### src/rtl/npu_apb_splitter.sv
`default_nettype none
// ============================================================================
// Module   : npu_apb_splitter
// Brief    : APB4 1-to-N splitter with address-window decode and a registered
//            SETUP/ACCESS sequence. Optional ACCESS timeout: NPU_APB_TIMEOUT_EN.
// Revision : 1.0 - initial release
// ============================================================================
module npu_apb_splitter #(
    parameter int                       APB_A_W     = 32,
    parameter int                       APB_D_W     = 32,
    parameter int                       N_SLV       = 4,
    parameter logic [N_SLV*APB_A_W-1:0] SLV_BASE    = '0,
    parameter logic [N_SLV*APB_A_W-1:0] SLV_MASK    = '0,
    parameter int                       TIMEOUT_CYC = 256
) (
    input  logic                     clk_i,
    input  logic                     rst_i,
    input  logic [APB_A_W-1:0]       s_p_addr,
    input  logic                     s_p_sel,
    input  logic                     s_p_enable,
    input  logic                     s_p_write,
    input  logic [APB_D_W-1:0]       s_p_wdata,
    input  logic [APB_D_W/8-1:0]     s_p_strb,
    output logic                     s_p_ready,
    output logic [APB_D_W-1:0]       s_p_rdata,
    output logic                     s_p_slverr,
    output logic [APB_A_W-1:0]       m_p_addr,
    output logic [N_SLV-1:0]         m_p_sel,
    output logic                     m_p_enable,
    output logic                     m_p_write,
    output logic [APB_D_W-1:0]       m_p_wdata,
    output logic [APB_D_W/8-1:0]     m_p_strb,
    input  logic [N_SLV-1:0]         m_p_ready,
    input  logic [N_SLV*APB_D_W-1:0] m_p_rdata,
    input  logic [N_SLV-1:0]         m_p_slverr
);

    localparam int STRB_W = APB_D_W / 8;

    typedef enum logic [2:0] {
        ST_IDLE   = 3'd0,
        ST_SETUP  = 3'd1,
        ST_ACCESS = 3'd2,
        ST_RESP   = 3'd3,
        ST_ERR    = 3'd4
    } state_t;

    if (N_SLV < 1 || N_SLV > 16 || TIMEOUT_CYC < 2) begin : g_param_chk
        $error("npu_apb_splitter: N_SLV must be 1..16 and TIMEOUT_CYC >= 2");
    end

    state_t               r_state, w_state_nxt;
    logic [APB_A_W-1:0]   r_m_addr, w_m_addr;
    logic [N_SLV-1:0]     r_m_sel, w_m_sel;
    logic                 r_m_enable, w_m_enable;
    logic                 r_m_write, w_m_write;
    logic [APB_D_W-1:0]   r_m_wdata, w_m_wdata;
    logic [STRB_W-1:0]    r_m_strb, w_m_strb;
    logic                 r_s_ready, w_s_ready;
    logic [APB_D_W-1:0]   r_s_rdata, w_s_rdata;
    logic                 r_s_slverr, w_s_slverr;
    logic                 r_drop, w_drop;

    logic [N_SLV-1:0]     w_hit_sel;
    logic [APB_D_W-1:0]   w_slv_rdata;
    logic                 w_slv_ready;
    logic                 w_slv_err;
    logic                 w_timeout;

    // Walk from the top index down so the lowest-index hit is the one kept.
    always_comb begin
        w_hit_sel = '0;
        for (int i = N_SLV - 1; i >= 0; i--) begin
            if ((s_p_addr & SLV_MASK[i*APB_A_W +: APB_A_W]) == SLV_BASE[i*APB_A_W +: APB_A_W]) begin
                w_hit_sel    = '0;
                w_hit_sel[i] = 1'b1;
            end
        end
    end

    always_comb begin
        w_slv_rdata = '0;
        for (int i = 0; i < N_SLV; i++) begin
            if (r_m_sel[i]) w_slv_rdata = w_slv_rdata | m_p_rdata[i*APB_D_W +: APB_D_W];
        end
    end

    assign w_slv_ready = |(m_p_ready & r_m_sel);
    assign w_slv_err   = |(m_p_slverr & r_m_sel);

`ifdef NPU_APB_TIMEOUT_EN
    localparam int CNT_W = $clog2(TIMEOUT_CYC);
    logic [CNT_W-1:0] r_cnt;

    always_ff @(posedge clk_i) begin
        if (rst_i || r_state != ST_ACCESS) r_cnt <= '0;
        else if (!w_slv_ready)             r_cnt <= r_cnt + CNT_W'(1);
    end

    assign w_timeout = (r_cnt == CNT_W'(TIMEOUT_CYC - 1));
`else
    assign w_timeout = 1'b0;
`endif

    always_comb begin
        w_state_nxt = r_state;
        w_m_addr    = r_m_addr;
        w_m_sel     = r_m_sel;
        w_m_enable  = r_m_enable;
        w_m_write   = r_m_write;
        w_m_wdata   = r_m_wdata;
        w_m_strb    = r_m_strb;
        w_s_ready   = 1'b0;
        w_s_rdata   = '0;
        w_s_slverr  = 1'b0;
        w_drop      = r_drop;
        case (r_state)
            ST_IDLE: begin
                w_drop = 1'b0;
                if (s_p_sel && !s_p_enable) begin
                    w_m_addr  = s_p_addr;
                    w_m_write = s_p_write;
                    w_m_wdata = s_p_wdata;
                    w_m_strb  = s_p_write ? s_p_strb : '0;
                    if (|w_hit_sel) begin
                        w_m_sel     = w_hit_sel;
                        w_m_enable  = 1'b0;
                        w_state_nxt = ST_SETUP;
                    end else begin
                        w_s_ready   = 1'b1;
                        w_s_slverr  = 1'b1;
                        w_state_nxt = ST_ERR;
                    end
                end
            end
            ST_SETUP: begin
                w_m_enable  = 1'b1;
                w_drop      = r_drop | !s_p_sel;
                w_state_nxt = ST_ACCESS;
            end
            ST_ACCESS: begin
                // An upstream that walked away still lets the slave finish, but gets no reply.
                w_drop = r_drop | !s_p_sel;
                if (w_slv_ready || w_timeout) begin
                    w_m_sel     = '0;
                    w_m_enable  = 1'b0;
                    w_state_nxt = w_drop ? ST_IDLE : ST_RESP;
                    if (!w_drop) begin
                        w_s_ready  = 1'b1;
                        w_s_slverr = w_slv_ready ? w_slv_err : 1'b1;
                        w_s_rdata  = (w_slv_ready && !r_m_write) ? w_slv_rdata : '0;
                    end
                end
            end
            ST_RESP: w_state_nxt = ST_IDLE;
            ST_ERR:  w_state_nxt = ST_IDLE;
            default: w_state_nxt = ST_IDLE;
        endcase
    end

    always_ff @(posedge clk_i) begin
        if (rst_i) begin
            r_state    <= ST_IDLE;
            r_m_addr   <= '0;
            r_m_sel    <= '0;
            r_m_enable <= 1'b0;
            r_m_write  <= 1'b0;
            r_m_wdata  <= '0;
            r_m_strb   <= '0;
            r_s_ready  <= 1'b0;
            r_s_rdata  <= '0;
            r_s_slverr <= 1'b0;
            r_drop     <= 1'b0;
        end else begin
            r_state    <= w_state_nxt;
            r_m_addr   <= w_m_addr;
            r_m_sel    <= w_m_sel;
            r_m_enable <= w_m_enable;
            r_m_write  <= w_m_write;
            r_m_wdata  <= w_m_wdata;
            r_m_strb   <= w_m_strb;
            r_s_ready  <= w_s_ready;
            r_s_rdata  <= w_s_rdata;
            r_s_slverr <= w_s_slverr;
            r_drop     <= w_drop;
        end
    end

    assign s_p_ready  = r_s_ready;
    assign s_p_rdata  = r_s_rdata;
    assign s_p_slverr = r_s_slverr;
    assign m_p_addr   = r_m_addr;
    assign m_p_sel    = r_m_sel;
    assign m_p_enable = r_m_enable;
    assign m_p_write  = r_m_write;
    assign m_p_wdata  = r_m_wdata;
    assign m_p_strb   = r_m_strb;

endmodule
`default_nettype wire

### config.mk
export PLATFORM = sky130hd
export DESIGN_NAME = npu_apb_splitter
export DESIGN_NICKNAME = d
export VERILOG_FILES = /design/src/rtl/npu_apb_splitter.sv
export SDC_FILE = /design/constraint.sdc
export NUM_CORES = 1
export LEC_CHECK = 0
export ABC_AREA = 1
export CAP_MARGIN = 20
export CORE_MARGIN = 4
export CORE_UTILIZATION = 29
export CTS_CLUSTER_SIZE = 12
export DETAILED_ROUTE_END_ITERATION = 7
export GPL_TIMING_DRIVEN = 0
export PLACE_DENSITY = 0.76
export SYNTH_ARGS = -nofsm -noshare
export SYNTH_HDL_FRONTEND = slang
export SYNTH_SLANG_ARGS = --single-unit
export TNS_END_PERCENT = 10
### constraint.sdc
create_clock -name clk_i -period 1.3 [get_ports clk_i]
set_input_delay 0.325 -clock clk_i [delete_from_list [all_inputs] [get_ports clk_i]]
set_output_delay 0.325 -clock clk_i [all_outputs]
set_load 0.01 [all_outputs]
Yosys cells after proc, flatten, opt, wreduce, memory -nomap -nowiden
Index checks and enable logic that the tools add are counted.

operators by class
  reduce and logical (&&, ||, !) cells = 19
  multiplexer cells = 17
  equal/unequal tests = 4
  bitwise gates (word level) = 9

operators by type and width
  operator            number
  $mux 32             4
  $or 32x32->32       3
  $mux 4              3
  $reduce_or 4->1     3
  $pmux 3 s3          1
  $and 4x4->4         2
  $pmux 4 s2          1
  $mux 3              2
  $reduce_and 3->1    2
  $reduce_or 5->1     1
  $ne 2x2->1 const B  2
  $reduce_and 2->1    2
  $reduce_bool 2->1   2
  $eq 3x1->1 const B  1
  $eq 3x2->1 const B  1
  $logic_not 1->1     3
  $logic_not 3->1     1
  $mux 1              3
  $not 1->1           3
  $pmux 1 s3          1
  $reduce_bool 3->1   1
  $reduce_or 3->1     1
  $logic_and 1x1->1   2
  $mux 2              1
  other kinds (3)     3

storage, ports and cells
  bits of input ports = 209
  flip-flop bits (word level) = 112
  output and inout port bits = 108
  word-level logic and storage cells = 60

Depth between registers and ports, before layout
  depth in word-level cells = 7
  gate-level depth with buffers = 7
  mapped depth without buffers = 7

Least setup slack after synthesis
Ideal clock, no wire load.

  path kind = reg2reg
  from = register r_state[0]
  to = register r_m_wdata[13] (netlist: m_p_wdata[13])
  period minus slack after synthesis = 1.383 ns
  path buffers = 1
  arrival time = 1.251 ns
  required time = 1.168 ns
  setup time = 0.132 ns
  path slack = -0.083 ns
  cell stages (with the launch flop) = 8
  cells stage by stage = dfxtp_1 inv_1 ha_1 nand3_4 clkinv_2 buf_6 nand2_1 a21oi_1

between the ends
  cells in the longest elaborated chain, start to end = 2

RTL lines
  item                        RTL line  source
  start: declaration          52        state_t r_state, w_state_nxt;
  start signal: assignment    175       r_state <= w_state_nxt;
  $logic_not 3->1             117       case (r_state)
  $reduce_and 2->1 (no line)  --
  end signal: assignment      180       r_m_wdata <= w_m_wdata;
  end: declaration            57        logic [APB_D_W-1:0] r_m_wdata, w_m_wdata;

Every way passes these cells.
A chain may end at the register's enable or synchronous reset.

Worst setup path in the final report
  from = register r_state[0]
  to = register r_m_addr[19] (netlist: m_p_addr[19])

between the ends
  cells in the longest elaborated chain, start to end = 2

RTL lines
  item                        RTL line  source
  $logic_not 3->1             117
  $reduce_and 2->1 (no line)  --
  end signal: assignment      176       r_m_addr <= w_m_addr;
  end: declaration            53        logic [APB_A_W-1:0] r_m_addr, w_m_addr;

Every way passes these cells.

==> summary.md <==
| Metric | Value |
|---|---|
| Fin area | 6890 sq um |
| Synth area leader | dfxtp_1 |
| CP max FO | 6 |
| Antenna cells | 0 |
| Routed len/inst | 14.3 um |
| CTS H-Tree Depth | 3 |
| Async set-reset flop share out of synthesis | 0% |
| Routed Antenna Nets | 0 |
| Post-synth top flop | dfxtp_1 |
| Vias per std cell | 4.22 |
| Initial antenna violation count | 0 |
| Post-Syn Area per Cell | 8.21 sq um |
| Post-synth top cells | 153 x nand2_1, 108 x dfxtp_1, 72 x a21oi_1 |
| HPWL after DPL | 8.96 mm |
| CTS tree | yes |
| Tmin final | 1.39 ns |
| Clock root cell | clkbuf_16 |
| Worst-case clock buffer depth | 2 |
| I/O Pins | 317 |
| Placed cell areas | 6140 sq um |
| Worst Skew | 0.00476 ns |
| Core Box Area | 12,700 sq um |
| GR Util All Layers | 16.0% |
| Final wirelength | 12.6 mm |
| Largest net degree at the start of global routing | 20 |
| DRC Markers | 0 |
| Worst-Margin Slew | 0.574 ns |
| Crit start category | register |
| 1st-pass router iterations | 5 |
| DRT iter0 DRCs | 158 |
| HP Class | reg -> reg |
| Number of buffers created by CTS | 9 |
| Synth Register Bits | 108 |
| Clk slew on worst S/H paths | 0.07 ns |
| Count leader, synth | nand2_1 |
| Ranking of synthesized cells by area | dfxtp_1 57%, nand2_1 15%, a21oi_1 9.5%, inv_1 4.5%, nor2_2 2.8% |
| Skew-Pair Late Insertion Delay | 0.35 ns |
| Row count | 41 |
| Final Max Tran Viols | 0 |
| Layout Area Growth over Synthesis | 81.4% |
| Clk sinks | 108 |
| Max Cap Viol | 0 |
| Synthesized area | 3800 sq um |
| RSZ-0062 raised after global routing | yes |
| Final hold vios | 0 |
| P per Cell Area | 1320 nW/um^2 |
| Lkg Pwr | 0.00299 uW |
| Setup ws final | -0.0857 ns |
| GP Congestion | 0.782 |
| TNS Setup | -2.74 ns |
| Cells after DPL | 847 |
| DIE WIDTH | 122 um |
| Top-area cell type share of the netlist area | 56.9% |
| Worst Path Required | 1.51 ns |
| Overall die area | 15,000 sq um |
| Share of layout cells above drive strength 1 | 27.0% |
| Starting Density | 29.9% |
| Crit path kind | reg -> reg |
| CP endpoint kind | register |
| Finished Layout Cells | 884 |
| Fmax | 722 MHz |
| Final period utilization | 107% |
| Relative slew slack | 61.7% |
| Violated checks | negative setup slack |
| Synth warn | 0 |
| Setup violators final | 60 |
| Status | complete, but fails checks |
| Netlist cell types | 23 |
| Die height | 122 um |
| GR Overflow Total | 0 |
| Syn Inst Count | 463 |
| Register area share after synthesis | 56.9% |
| Via count | 3,734 |
| Max VDD drop | 0.600 mV |
| Crit path launch | r_state[0]$_SDFFE_PP0P_ |
| R2R Path Start | r_state[0]$_SDFFE_PP0P_ |
| Hold Startpoint | m_p_wdata[10]$_SDFFE_PP0P_ |
| Buffers added on ports | 210 |
| First-pass GRT wire length | 18.4 mm |
| Number of synthesized flops with an enable pin | 0 |
| Worst slack, placed | -0.512 ns |
| Vias in the first global route | 3,486 |
| Crit path DAT | 1.60 ns |
| Nets | 921 |
==> power by group <==
part | leakage [uW] | internal [uW] | total (uW) | switching [uW]
Combinational | 0.00197 | 1380 | 2640 | 1260
Clock | 0.000139 | 1330 | 2650 | 1320
Sequential | 0.000881 | 3620 | 3820 | 199
==> metal layers <==
metal	global-route usage (%)	share of wire (%)	vias to the layer above	wire length [um]
met3	6.59	12	19	1530
met5	0	0	-	0
met4	7.07	2.4	0	303
met2	24.9	45	151	5710
met1	19.3	40	1657	5060
li1	-	-	1907	-
==> final cells by class <==
cell class	count	area, sq um
fill	1190	5830
sequential	108	2180
tap	172	215
buffer	27	308
clock inverter	7	60.1
inverter	48	200
timing repair inverter	1	16.3
multi-input combinational	283	1580
clock buffer	9	225
timing repair buffer	229	2110
==> logic make-up after synthesis <==
family	Yosys count	synth area share (%)
other	1	0.0987
AND/OR/NAND/NOR	200	22.0
adder cells (fa/ha/maj)	5	1.65
AO/OA/AOI/OAI	74	9.74
buffers and inverters	75	9.61
flip-flops	108	56.9
==> registers in the layout, summed over array words and instances (netlist names) <==
signal / flops
m_p_addr: 32
s_p_ready: 1
s_p_slverr: 1
m_p_write: 1
r_state: 2
m_p_wdata: 32
m_p_strb: 4
s_p_rdata: 32
m_p_sel: 1
r_drop: 1
m_p_enable: 1
==> worst max-delay path, cell delays in order (launching register included) <==
cell	delay, ns
dfxtp_4	0.36
inv_6	0.07
ha_4	0.18
nand3_4	0.15
buf_8	0.21
clkbuf_16	0.16
nand2_1	0.06
a21oi_1	0.06
==> path summary, 6_finish.rpt <==
check,end,cells past startpoint,slack (ns)
setup / recovery,m_p_addr[19]$_SDFFE_PP0P_,7,-0.09
hold / removal,m_p_wdata[10]$_SDFFE_PP0P_,2,0.45
setup reg to reg,m_p_addr[19]$_SDFFE_PP0P_,7,-0.09
hold reg to reg,m_p_wdata[10]$_SDFFE_PP0P_,2,0.45
==> stage by stage <==
stage / utilization (%) / hold WS (ns) / power, uW
floorplan: - / 0.437 / 4830
CTS: 53.4 / 0.451 / 9060
global route: 54.2 / 0.473 / 9610
global placement: 48.3 / 0.450 / 5900
detailed placement: 48.3 / 0.455 / 5930
finish: 54.2 / 0.453 / 9110
==> cell usage in the layout, fill, tap and decap left out, types with 20 or more instances in the layout <==
| cell type | n |
|---|---|
| a21oi_1 | 51 |
| inv_1 | 43 |
| clkbuf_2 | 40 |
| a21oi_2 | 21 |
| nor2_2 | 20 |
| clkdlybuf4s15_1 | 33 |
| nand2_1 | 135 |
| clkdlybuf4s50_1 | 104 |
| dlygate4sd2_1 | 25 |
| dfxtp_1 | 98 |
==> repair_timing <==
| action | CTS | global route |
|---|---|---|
| hold endpoints to repair | 0 | 0 |
| hold buffers | 0 | 0 |
| setup endpoints to repair | 209 | 165 |
| gates cloned | 7 | 2 |
| buffers inserted | 9 | 3 |
| gates resized for setup | 230 | 135 |
| pin swaps | 9 | 17 |
Note: power is estimated with default switching activity, not from simulation.
